[src/rtl/axi_burst_addr_gen_pkg.sv]
//------------------------------------------------------------------------------
// axi_burst_pkg : shared types and helpers for axi_burst_addr_gen  (rev 1.0)
//------------------------------------------------------------------------------
`default_nettype none

package axi_burst_pkg;

  typedef enum logic [1:0] {
    FIXED = 2'd0,
    INCR  = 2'd1,
    WRAP  = 2'd2,
    RSVD  = 2'd3
  } burst_t;

  typedef enum logic [1:0] {
    IDLE = 2'd0,
    RUN  = 2'd1,
    ERR  = 2'd2
  } state_t;

  localparam int AXI_4K    = 4096;
  localparam int AXI_4K_SH = $clog2(AXI_4K);

  function automatic logic [7:0] size_bytes(input logic [2:0] size);
    return 8'd1 << size;
  endfunction

endpackage

`default_nettype wire

[src/rtl/axi_burst_addr_gen_if.sv]
//------------------------------------------------------------------------------
// axi_burst_addr_gen_if : command and beat handshake bundle  (rev 1.0)
//------------------------------------------------------------------------------
`default_nettype none

interface axi_burst_addr_gen_if #(
  parameter int ADDR_W = 64,
  parameter int DATA_W = 128,
  parameter int LEN_W  = 8
);

  logic                cmd_valid;
  logic                cmd_ready;
  logic [ADDR_W-1:0]   cmd_addr;
  logic [2:0]          cmd_size;
  logic [1:0]          cmd_burst;
  logic [LEN_W-1:0]    cmd_len;
  logic                beat_valid;
  logic                beat_ready;
  logic [ADDR_W-1:0]   beat_addr;
  logic [DATA_W/8-1:0] beat_strb;
  logic [LEN_W-1:0]    beat_idx;
  logic                beat_last;
  logic                cmd_err;

  modport master (
    output cmd_valid, cmd_addr, cmd_size, cmd_burst, cmd_len, beat_ready,
    input  cmd_ready, beat_valid, beat_addr, beat_strb, beat_idx, beat_last, cmd_err
  );

  modport slave (
    input  cmd_valid, cmd_addr, cmd_size, cmd_burst, cmd_len, beat_ready,
    output cmd_ready, beat_valid, beat_addr, beat_strb, beat_idx, beat_last, cmd_err
  );

endinterface

`default_nettype wire

[src/rtl/axi_burst_addr_gen_strb.sv]
//------------------------------------------------------------------------------
// axi_strb_gen : byte-lane strobe from beat address and size  (rev 1.0)
//------------------------------------------------------------------------------
`default_nettype none

module axi_strb_gen #(
  parameter int ADDR_W = 64,
  parameter int DATA_W = 128
) (
  input  logic [ADDR_W-1:0]   addr,
  input  logic [2:0]          size,
  output logic [DATA_W/8-1:0] strb
);

  localparam int NB    = DATA_W / 8;
  localparam int OFF_W = (NB > 1) ? $clog2(NB) : 1;

  generate
    if (NB == 1) begin : g_single
      logic unused_in;
      assign unused_in = ^{addr, size};
      assign strb      = 1'b1;
    end else begin : g_multi
      localparam logic [OFF_W:0] ONE = 1;
      logic [OFF_W:0] lo;
      logic [OFF_W:0] hi;
      logic [OFF_W:0] bsz;
      logic           unused_hi;

      assign unused_hi = ^addr[ADDR_W-1:OFF_W];

      // Lanes run from the byte offset to the end of the size-aligned container.
      always_comb begin
        bsz = ONE << size;
        lo  = {1'b0, addr[OFF_W-1:0]};
        hi  = (lo & ~(bsz - ONE)) + bsz - ONE;
        for (int i = 0; i < NB; i++) begin
          strb[i] = ((OFF_W+1)'(i) >= lo) && ((OFF_W+1)'(i) <= hi);
        end
      end
    end
  endgenerate

endmodule

`default_nettype wire

[src/rtl/axi_burst_addr_gen.sv]
//------------------------------------------------------------------------------
// axi_burst_addr_gen : AXI4 FIXED/INCR/WRAP beat address + strobe generator (rev 1.0)
// Optional macro AXI_BURST_4K_CHECK_EN rejects INCR bursts crossing a 4 KB page.
//------------------------------------------------------------------------------
`default_nettype none

module axi_burst_addr_gen
  import axi_burst_pkg::*;
#(
  parameter int ADDR_W = 64,
  parameter int DATA_W = 128,
  parameter int LEN_W  = 8
) (
  input  logic                 clk,
  input  logic                 reset,
  axi_burst_addr_gen_if.slave  bus
);

  localparam logic [ADDR_W-1:0] A_ONE = 1;
  localparam logic [LEN_W-1:0]  L_ONE = 1;

  state_t              state, state_nxt;
  logic [ADDR_W-1:0]   addr, wrap_lo, wrap_hi, addr_nxt, addr_inc, b;
  logic [ADDR_W-1:0]   cmd_b, cmd_total;
  logic [2:0]          size;
  burst_t              burst;
  logic [LEN_W-1:0]    len, idx;
  logic                accept, illegal, cross_4k, beat_fire, last;
  logic [DATA_W/8-1:0] strb_raw;

  assign accept    = (state == IDLE) && bus.cmd_valid;
  assign beat_fire = (state == RUN) && bus.beat_ready;
  assign last      = (idx == len);
  assign cmd_b     = ADDR_W'(size_bytes(bus.cmd_size));
  assign cmd_total = ADDR_W'({1'b0, bus.cmd_len} + {{LEN_W{1'b0}}, 1'b1}) << bus.cmd_size;

`ifdef AXI_BURST_4K_CHECK_EN
  logic [ADDR_W-1:0] cmd_base, cmd_end;
  assign cmd_base = bus.cmd_addr & ~(cmd_b - A_ONE);
  assign cmd_end  = cmd_base + cmd_total - A_ONE;
  assign cross_4k = (bus.cmd_burst == INCR) &&
                    ((cmd_base >> AXI_4K_SH) != (cmd_end >> AXI_4K_SH));
`else
  assign cross_4k = 1'b0;
`endif

  always_comb begin
    illegal = cross_4k;
    if (32'(size_bytes(bus.cmd_size)) > 32'(DATA_W / 8)) illegal = 1'b1;
    if (bus.cmd_burst == RSVD) illegal = 1'b1;
    if (bus.cmd_burst == WRAP) begin
      if (!(bus.cmd_len == LEN_W'(1) || bus.cmd_len == LEN_W'(3) ||
            bus.cmd_len == LEN_W'(7) || bus.cmd_len == LEN_W'(15))) illegal = 1'b1;
      if ((bus.cmd_addr & (cmd_b - A_ONE)) != '0) illegal = 1'b1;
    end
  end

  always_ff @(posedge clk or posedge reset) begin
    if (reset) state <= IDLE;
    else       state <= state_nxt;
  end

  always_comb begin
    state_nxt = state;
    case (state)
      IDLE:    if (accept) state_nxt = illegal ? ERR : RUN;
      RUN:     if (beat_fire && last) state_nxt = IDLE;
      ERR:     state_nxt = IDLE;
      default: state_nxt = IDLE;
    endcase
  end

  // INCR realigns after the first beat; WRAP folds back to the window base.
  always_comb begin
    b        = ADDR_W'(size_bytes(size));
    addr_inc = addr + b;
    case (burst)
      FIXED:   addr_nxt = addr;
      WRAP:    addr_nxt = (addr_inc == wrap_hi) ? wrap_lo : addr_inc;
      default: addr_nxt = (addr & ~(b - A_ONE)) + b;
    endcase
  end

  always_ff @(posedge clk or posedge reset) begin
    if (reset) begin
      addr    <= '0;
      wrap_lo <= '0;
      wrap_hi <= '0;
      size    <= '0;
      burst   <= FIXED;
      len     <= '0;
      idx     <= '0;
    end else if (accept) begin
      addr    <= bus.cmd_addr;
      size    <= bus.cmd_size;
      burst   <= burst_t'(bus.cmd_burst);
      len     <= bus.cmd_len;
      idx     <= '0;
      wrap_lo <= bus.cmd_addr & ~(cmd_total - A_ONE);
      wrap_hi <= (bus.cmd_addr & ~(cmd_total - A_ONE)) + cmd_total;
    end else if (beat_fire && !last) begin
      addr <= addr_nxt;
      idx  <= idx + L_ONE;
    end
  end

  axi_strb_gen #(
    .ADDR_W (ADDR_W),
    .DATA_W (DATA_W)
  ) u_strb (
    .addr (addr),
    .size (size),
    .strb (strb_raw)
  );

  assign bus.cmd_ready  = (state == IDLE) && !reset;
  assign bus.beat_valid = (state == RUN);
  assign bus.beat_addr  = addr;
  assign bus.beat_idx   = idx;
  assign bus.beat_last  = (state == RUN) && last;
  assign bus.beat_strb  = (state == RUN) ? strb_raw : '0;
  assign bus.cmd_err    = (state == ERR);

endmodule

`default_nettype wire

[src/flat_wrapper.sv]
// flat-port wrapper written by rule: the top's interface ports become plain ports
module axi_burst_addr_gen_flat import axi_burst_pkg::*;
#(
  parameter int ADDR_W = 64,
  parameter int DATA_W = 128,
  parameter int LEN_W  = 8
)
  (clk, reset, bus_cmd_valid, bus_cmd_addr, bus_cmd_size, bus_cmd_burst, bus_cmd_len, bus_beat_ready, bus_cmd_ready, bus_beat_valid, bus_beat_addr, bus_beat_strb, bus_beat_idx, bus_beat_last, bus_cmd_err);
  axi_burst_addr_gen_if #(.ADDR_W(ADDR_W), .DATA_W(DATA_W), .LEN_W(LEN_W)) bus_i ();
  input  logic clk;
  input  logic reset;
  input wire logic [$bits(bus_i.cmd_valid)-1:0] bus_cmd_valid;
  input wire logic [$bits(bus_i.cmd_addr)-1:0] bus_cmd_addr;
  input wire logic [$bits(bus_i.cmd_size)-1:0] bus_cmd_size;
  input wire logic [$bits(bus_i.cmd_burst)-1:0] bus_cmd_burst;
  input wire logic [$bits(bus_i.cmd_len)-1:0] bus_cmd_len;
  input wire logic [$bits(bus_i.beat_ready)-1:0] bus_beat_ready;
  output wire logic [$bits(bus_i.cmd_ready)-1:0] bus_cmd_ready;
  output wire logic [$bits(bus_i.beat_valid)-1:0] bus_beat_valid;
  output wire logic [$bits(bus_i.beat_addr)-1:0] bus_beat_addr;
  output wire logic [$bits(bus_i.beat_strb)-1:0] bus_beat_strb;
  output wire logic [$bits(bus_i.beat_idx)-1:0] bus_beat_idx;
  output wire logic [$bits(bus_i.beat_last)-1:0] bus_beat_last;
  output wire logic [$bits(bus_i.cmd_err)-1:0] bus_cmd_err;
  assign bus_i.cmd_valid = bus_cmd_valid;
  assign bus_i.cmd_addr = bus_cmd_addr;
  assign bus_i.cmd_size = bus_cmd_size;
  assign bus_i.cmd_burst = bus_cmd_burst;
  assign bus_i.cmd_len = bus_cmd_len;
  assign bus_i.beat_ready = bus_beat_ready;
  assign bus_cmd_ready = bus_i.cmd_ready;
  assign bus_beat_valid = bus_i.beat_valid;
  assign bus_beat_addr = bus_i.beat_addr;
  assign bus_beat_strb = bus_i.beat_strb;
  assign bus_beat_idx = bus_i.beat_idx;
  assign bus_beat_last = bus_i.beat_last;
  assign bus_cmd_err = bus_i.cmd_err;
  axi_burst_addr_gen #(.ADDR_W(ADDR_W), .DATA_W(DATA_W), .LEN_W(LEN_W)) u_core (.clk(clk), .reset(reset), .bus(bus_i));
endmodule
[config.mk]
export PLATFORM = sky130hd
export DESIGN_NAME = axi_burst_addr_gen_flat
export DESIGN_NICKNAME = d
export VERILOG_FILES = /design/src/rtl/axi_burst_addr_gen_pkg.sv /design/src/rtl/axi_burst_addr_gen_if.sv /design/src/rtl/axi_burst_addr_gen_strb.sv /design/src/rtl/axi_burst_addr_gen.sv /design/src/flat_wrapper.sv
export SDC_FILE = /design/constraint.sdc
export NUM_CORES = 1
export LEC_CHECK = 0
export CAP_MARGIN = 10
export CORE_MARGIN = 2
export CORE_UTILIZATION = 40
export CTS_CLUSTER_DIAMETER = 120
export DETAILED_ROUTE_END_ITERATION = 7
export GPL_TIMING_DRIVEN = 0
export PLACE_DENSITY = 0.64
export SYNTH_ARGS = -nofsm -noshare
export SYNTH_HDL_FRONTEND = slang
export SYNTH_SLANG_ARGS = --single-unit
[constraint.sdc]
create_clock -name clk -period 9 [get_ports clk]
set_input_delay 1.8 -clock clk [delete_from_list [all_inputs] [get_ports clk]]
set_output_delay 1.8 -clock clk [all_outputs]
set_load 0.03 [all_outputs]
==> flow_summary.json <==
{
  "route.detailed.wl_per_inst_um": 36.9,
  "synthesis.nets": 2702,
  "floorplan.initialDensity_pct": 40.3,
  "postRouteAntennaNets": 0,
  "design.die.area_um2": 50900,
  "regToRegSetupSlack_ns": 0.09,
  "maxSlewHeadroom_pct": -5.99,
  "critical_path.max_stage_delay_ns": 1.28,
  "hp-start": "u_core.wrap_lo[36]",
  "finalNetCount": 2930,
  "route.detailed.vias_per_inst": 7.10,
  "timing.final.max_slew_violations": 36,
  "synth_seq_cells": 215,
  "fillerInstances": 4836,
  "cts.htree.levels": 1,
  "layout-drive-gt1-share_pct": 8.13,
  "coreArea_um2": 48600,
  "timing_worst_slew_pin_value_ns": 1.59,
  "die_height_um": 226,
  "reg2reg_to": "u_core.bus.beat_addr[7]",
  "cts.sink_count": 215,
  "grt_pass1_wl_mm": 175,
  "remaining_drc_errors": 0,
  "critPathLaunch": "u_core.size[0]",
  "aggregate_routed_wire_length_mm": 128,
  "fin_crit_sh_pct": 99.0,
  "worst_slack_ns": 0.0866,
  "setup_viol_count_final": 0,
  "pin_count_of_the_biggest_net_entering_global_routing": 111,
  "antenna_found_initial": 7,
  "worst_setup_slack_after_placement_ns": -0.439,
  "synth_warnings": 0,
  "cap_viol_max_count": 4,
  "vias_in_the_first_global_route": 22558,
  "fin_crit_ns": 8.91,
  "crit_path_frequent_cell": "sky130_fd_sc_hd__clkbuf_1",
  "cp-end-kind": "register",
  "rr_startpoint": "u_core.size[0]",
  "gp_congestion": 1.10,
  "clkTransAtPathRegs_ns": 0.06,
  "critPathMaxFanout": 10,
  "synth_enable_flop_cells": 0,
  "total_leakage_power_uw": 0.00943,
  "timing.critical_path.buf_inv": 5,
  "layout-area-overhead-vs-synth_pct": 20.6,
  "hold_path_depth": 2,
  "tritoncts.num_buffers": 28,
  "cts_buffer_depth": 3,
  "insertion_delay_ns": 0.60,
  "initialDrtViolationCount": 4163,
  "worstHoldEndpoint": "u_core.wrap_lo[36]",
  "postCtsHoldBufs": 0,
  "peak_freq_mhz": 112,
  "crit_required_ns": 9.40,
  "pwr_density_cell_nw_per_um2": 385,
  "hp-class": "register to register",
  "synth.yosys.seq_area_share_pct": 27.4,
  "crit_family": "compound AO/OA/AOI/OAI gates",
  "grt_overflow": 0,
  "stdcell_count": 3469,
  "final_hold_vio_count": 0,
  "violations_in_the_final_reports": "capacitance limit, slew limit",
  "drt-pass1-iter-count": 7,
  "grt_setup_unrepaired": "false",
  "synth_area_per_cell_um2": 7.58,
  "die_w_um": 226,
  "synthArstFlopShare_pct": 100,
  "reg2reg_depth": 19,
  "number_of_unique_standard_cell_types_used_by_synthesis": 106,
  "power.ir.vdd_worst_uv": 209,
  "crit_path_cell_trace": "clkbuf_1, clkbuf_1, nor3_1, ha_1, a211oi_2, o21bai_1, a2111oi_4, buf_2, buf_2, nor4_1, a2111oi_0, nand3_1, nor3_1, nand4_4, nor3_2, clkbuf_1, nor2_1, a21oi_1, o21ai_0",
  "cell_area_synth_um2": 19600,
  "rows": 81,
  "critical_path_data_arrival_time_ns": 9.32,
  "timing.clock.skew_ns": 0.0174,
  "dominant_register_cell_in_the_synthesized_netlist": "sky130_fd_sc_hd__dfrtp_1",
  "grt_use_total_pct": 49.4,
  "criticalPathCategory": "register to register",
  "clock-root-buffer": "sky130_fd_sc_hd__clkbuf_16",
  "placed_cells_incl_taps": 3401,
  "port_buffers": 169,
  "number_of_i_o_pins": 173,
  "cts_tree": "done",
  "run_status": "complete, but fails checks",
  "route.vias.total": 24615,
  "totalPowerFinal_uw": 9120,
  "hpwl_mm": 98.8,
  "critPathSlowestCell": "sky130_fd_sc_hd__a2111oi_4",
  "start_kind": "register",
  "number_of_instances_in_the_synthesized_netlist": 2591
}
cell families after synthesis:
kind of cell,count (synthesis),synth area share (%)
adders and majority gates,30,1.99
xor gates and xnor gates,187,8.70
AOI/OAI and AO/OA,680,23.1
and+or+nand+nor,1182,30.7
muxes,55,2.91
buffers and inverters,242,5.25
DFF,215,27.4
cells in the mapped netlist, types with 53 or more instances:
cell                       count  area share [%]
sky130_fd_sc_hd__clkbuf_1    113             2.2
sky130_fd_sc_hd__nor2_1      197             3.8
sky130_fd_sc_hd__buf_2        53             1.4
sky130_fd_sc_hd__o21ai_0     170             4.3
sky130_fd_sc_hd__nor3_1       89             2.3
sky130_fd_sc_hd__nand2_1     387             7.4
sky130_fd_sc_hd__a21oi_1     129             3.3
sky130_fd_sc_hd__xor2_1       67             3.0
sky130_fd_sc_hd__nand3_1     115             2.9
sky130_fd_sc_hd__xnor2_1     115             5.1
sky130_fd_sc_hd__nand4_1      60             1.9
sky130_fd_sc_hd__dfrtp_1     215              27
tightest hold or removal path, cell delays in order, from the launching register on:
cell and delay, ns:
sky130_fd_sc_hd__dfrtp_1 0.34, sky130_fd_sc_hd__nand2_1 0.05, sky130_fd_sc_hd__nand2_1 0.06
power breakdown:
group / switching, uW / internal (uW)
logic: 3970 / 1860
clock network: 499 / 835
registers: 538 / 1420
registers in the layout, summed over array words and instances, names as in the netlist:
register / flops
u_core.bus.beat_addr: 64
u_core.state: 2
u_core.burst: 2
u_core.len: 8
u_core.wrap_hi: 64
u_core.wrap_lo: 64
u_core.size: 3
u_core.bus.beat_idx: 8
layer usage:
layer / wire length (um) / up-vias / part of all wire (%) / global-route usage [%]
li1: - / 10007 / - / -
met1: 49700 / 11942 / 39 / 63.5
met2: 49000 / 2164 / 38 / 66.2
met3: 18800 / 496 / 15 / 22.0
met4: 10200 / 6 / 8.0 / 31.6
met5: 140 / - / 0.11 / 1.37
how the worst max path moves through the flow:
| stage | end | slack, ns | cells after the start |
|---|---|---|---|
| 5_1_grt | u_core.wrap_hi[63] | 0.04 | 21 |
| 3_3_place_gp | u_core.wrap_hi[37] | -1.82 | 2 |
| 3_5_place_dp | u_core.wrap_hi[50] | -0.44 | 22 |
| 2_1_floorplan | u_core.burst[0] | 1.32 | 1 |
| 6_report | u_core.bus.beat_addr[7] | 0.09 | 19 |
| 4_1_cts | u_core.wrap_hi[50] | 0.13 | 22 |
stage by stage:
stage | TNS (ns) | hold WS [ns] | instance area [um2] | util, %
after floorplan | 0 | 0.439 | 19600 | -
after global placement | -390.47 | 0.461 | 22100 | 45.4
after detailed placement | -5.05 | 0.465 | 22400 | 46.1
after CTS | 0 | 0.478 | 23500 | 48.3
after global routing | 0 | 0.494 | 23700 | 48.6
final | 0 | 0.480 | 23700 | 48.7
cells in the final DEF (no fill, tap or decap), types with 30 or more instances in the layout:
master,count
sky130_fd_sc_hd__nand3_1,115
sky130_fd_sc_hd__a211oi_1,31
sky130_fd_sc_hd__clkbuf_1,117
sky130_fd_sc_hd__a31oi_1,30
sky130_fd_sc_hd__nand4_1,60
sky130_fd_sc_hd__buf_2,56
sky130_fd_sc_hd__nor2_1,196
sky130_fd_sc_hd__inv_1,51
sky130_fd_sc_hd__nor4_1,51
sky130_fd_sc_hd__nor3_1,86
sky130_fd_sc_hd__a21o_1,33
sky130_fd_sc_hd__nand2_1,387
sky130_fd_sc_hd__mux2i_1,42
sky130_fd_sc_hd__a21oi_1,129
sky130_fd_sc_hd__and3_1,43
sky130_fd_sc_hd__dfrtp_1,215
sky130_fd_sc_hd__clkdlybuf4s50_1,169
sky130_fd_sc_hd__xor2_1,67
sky130_fd_sc_hd__o21ai_0,169
sky130_fd_sc_hd__xnor2_1,115
timing repair:
| action | 4_1_cts | 5_1_grt |
|---|---|---|
| setup buffers | 0 | 1 |
| setup endpoints to repair | 0 | 26 |
| endpoints found under the hold margin | 0 | 0 |
| gates resized for setup | 0 | 5 |
final cells by class:
type / instances / area (um2) / share of cell area, %
inverters: 52 / 203 / 0.856
flip-flops and latches: 215 / 5380 / 22.7
plain buffers: 190 / 837 / 3.53
repair buffers: 198 / 2120 / 8.93
multi-input cells: 2134 / 13300 / 56.1
clock inverters: 10 / 231 / 0.977
clock buffers: 41 / 831 / 3.51
well taps: 622 / 778 / 3.29
diodes: 7 / 17.5 / 0.0740
Note: power is estimated with default switching activity, not from simulation.
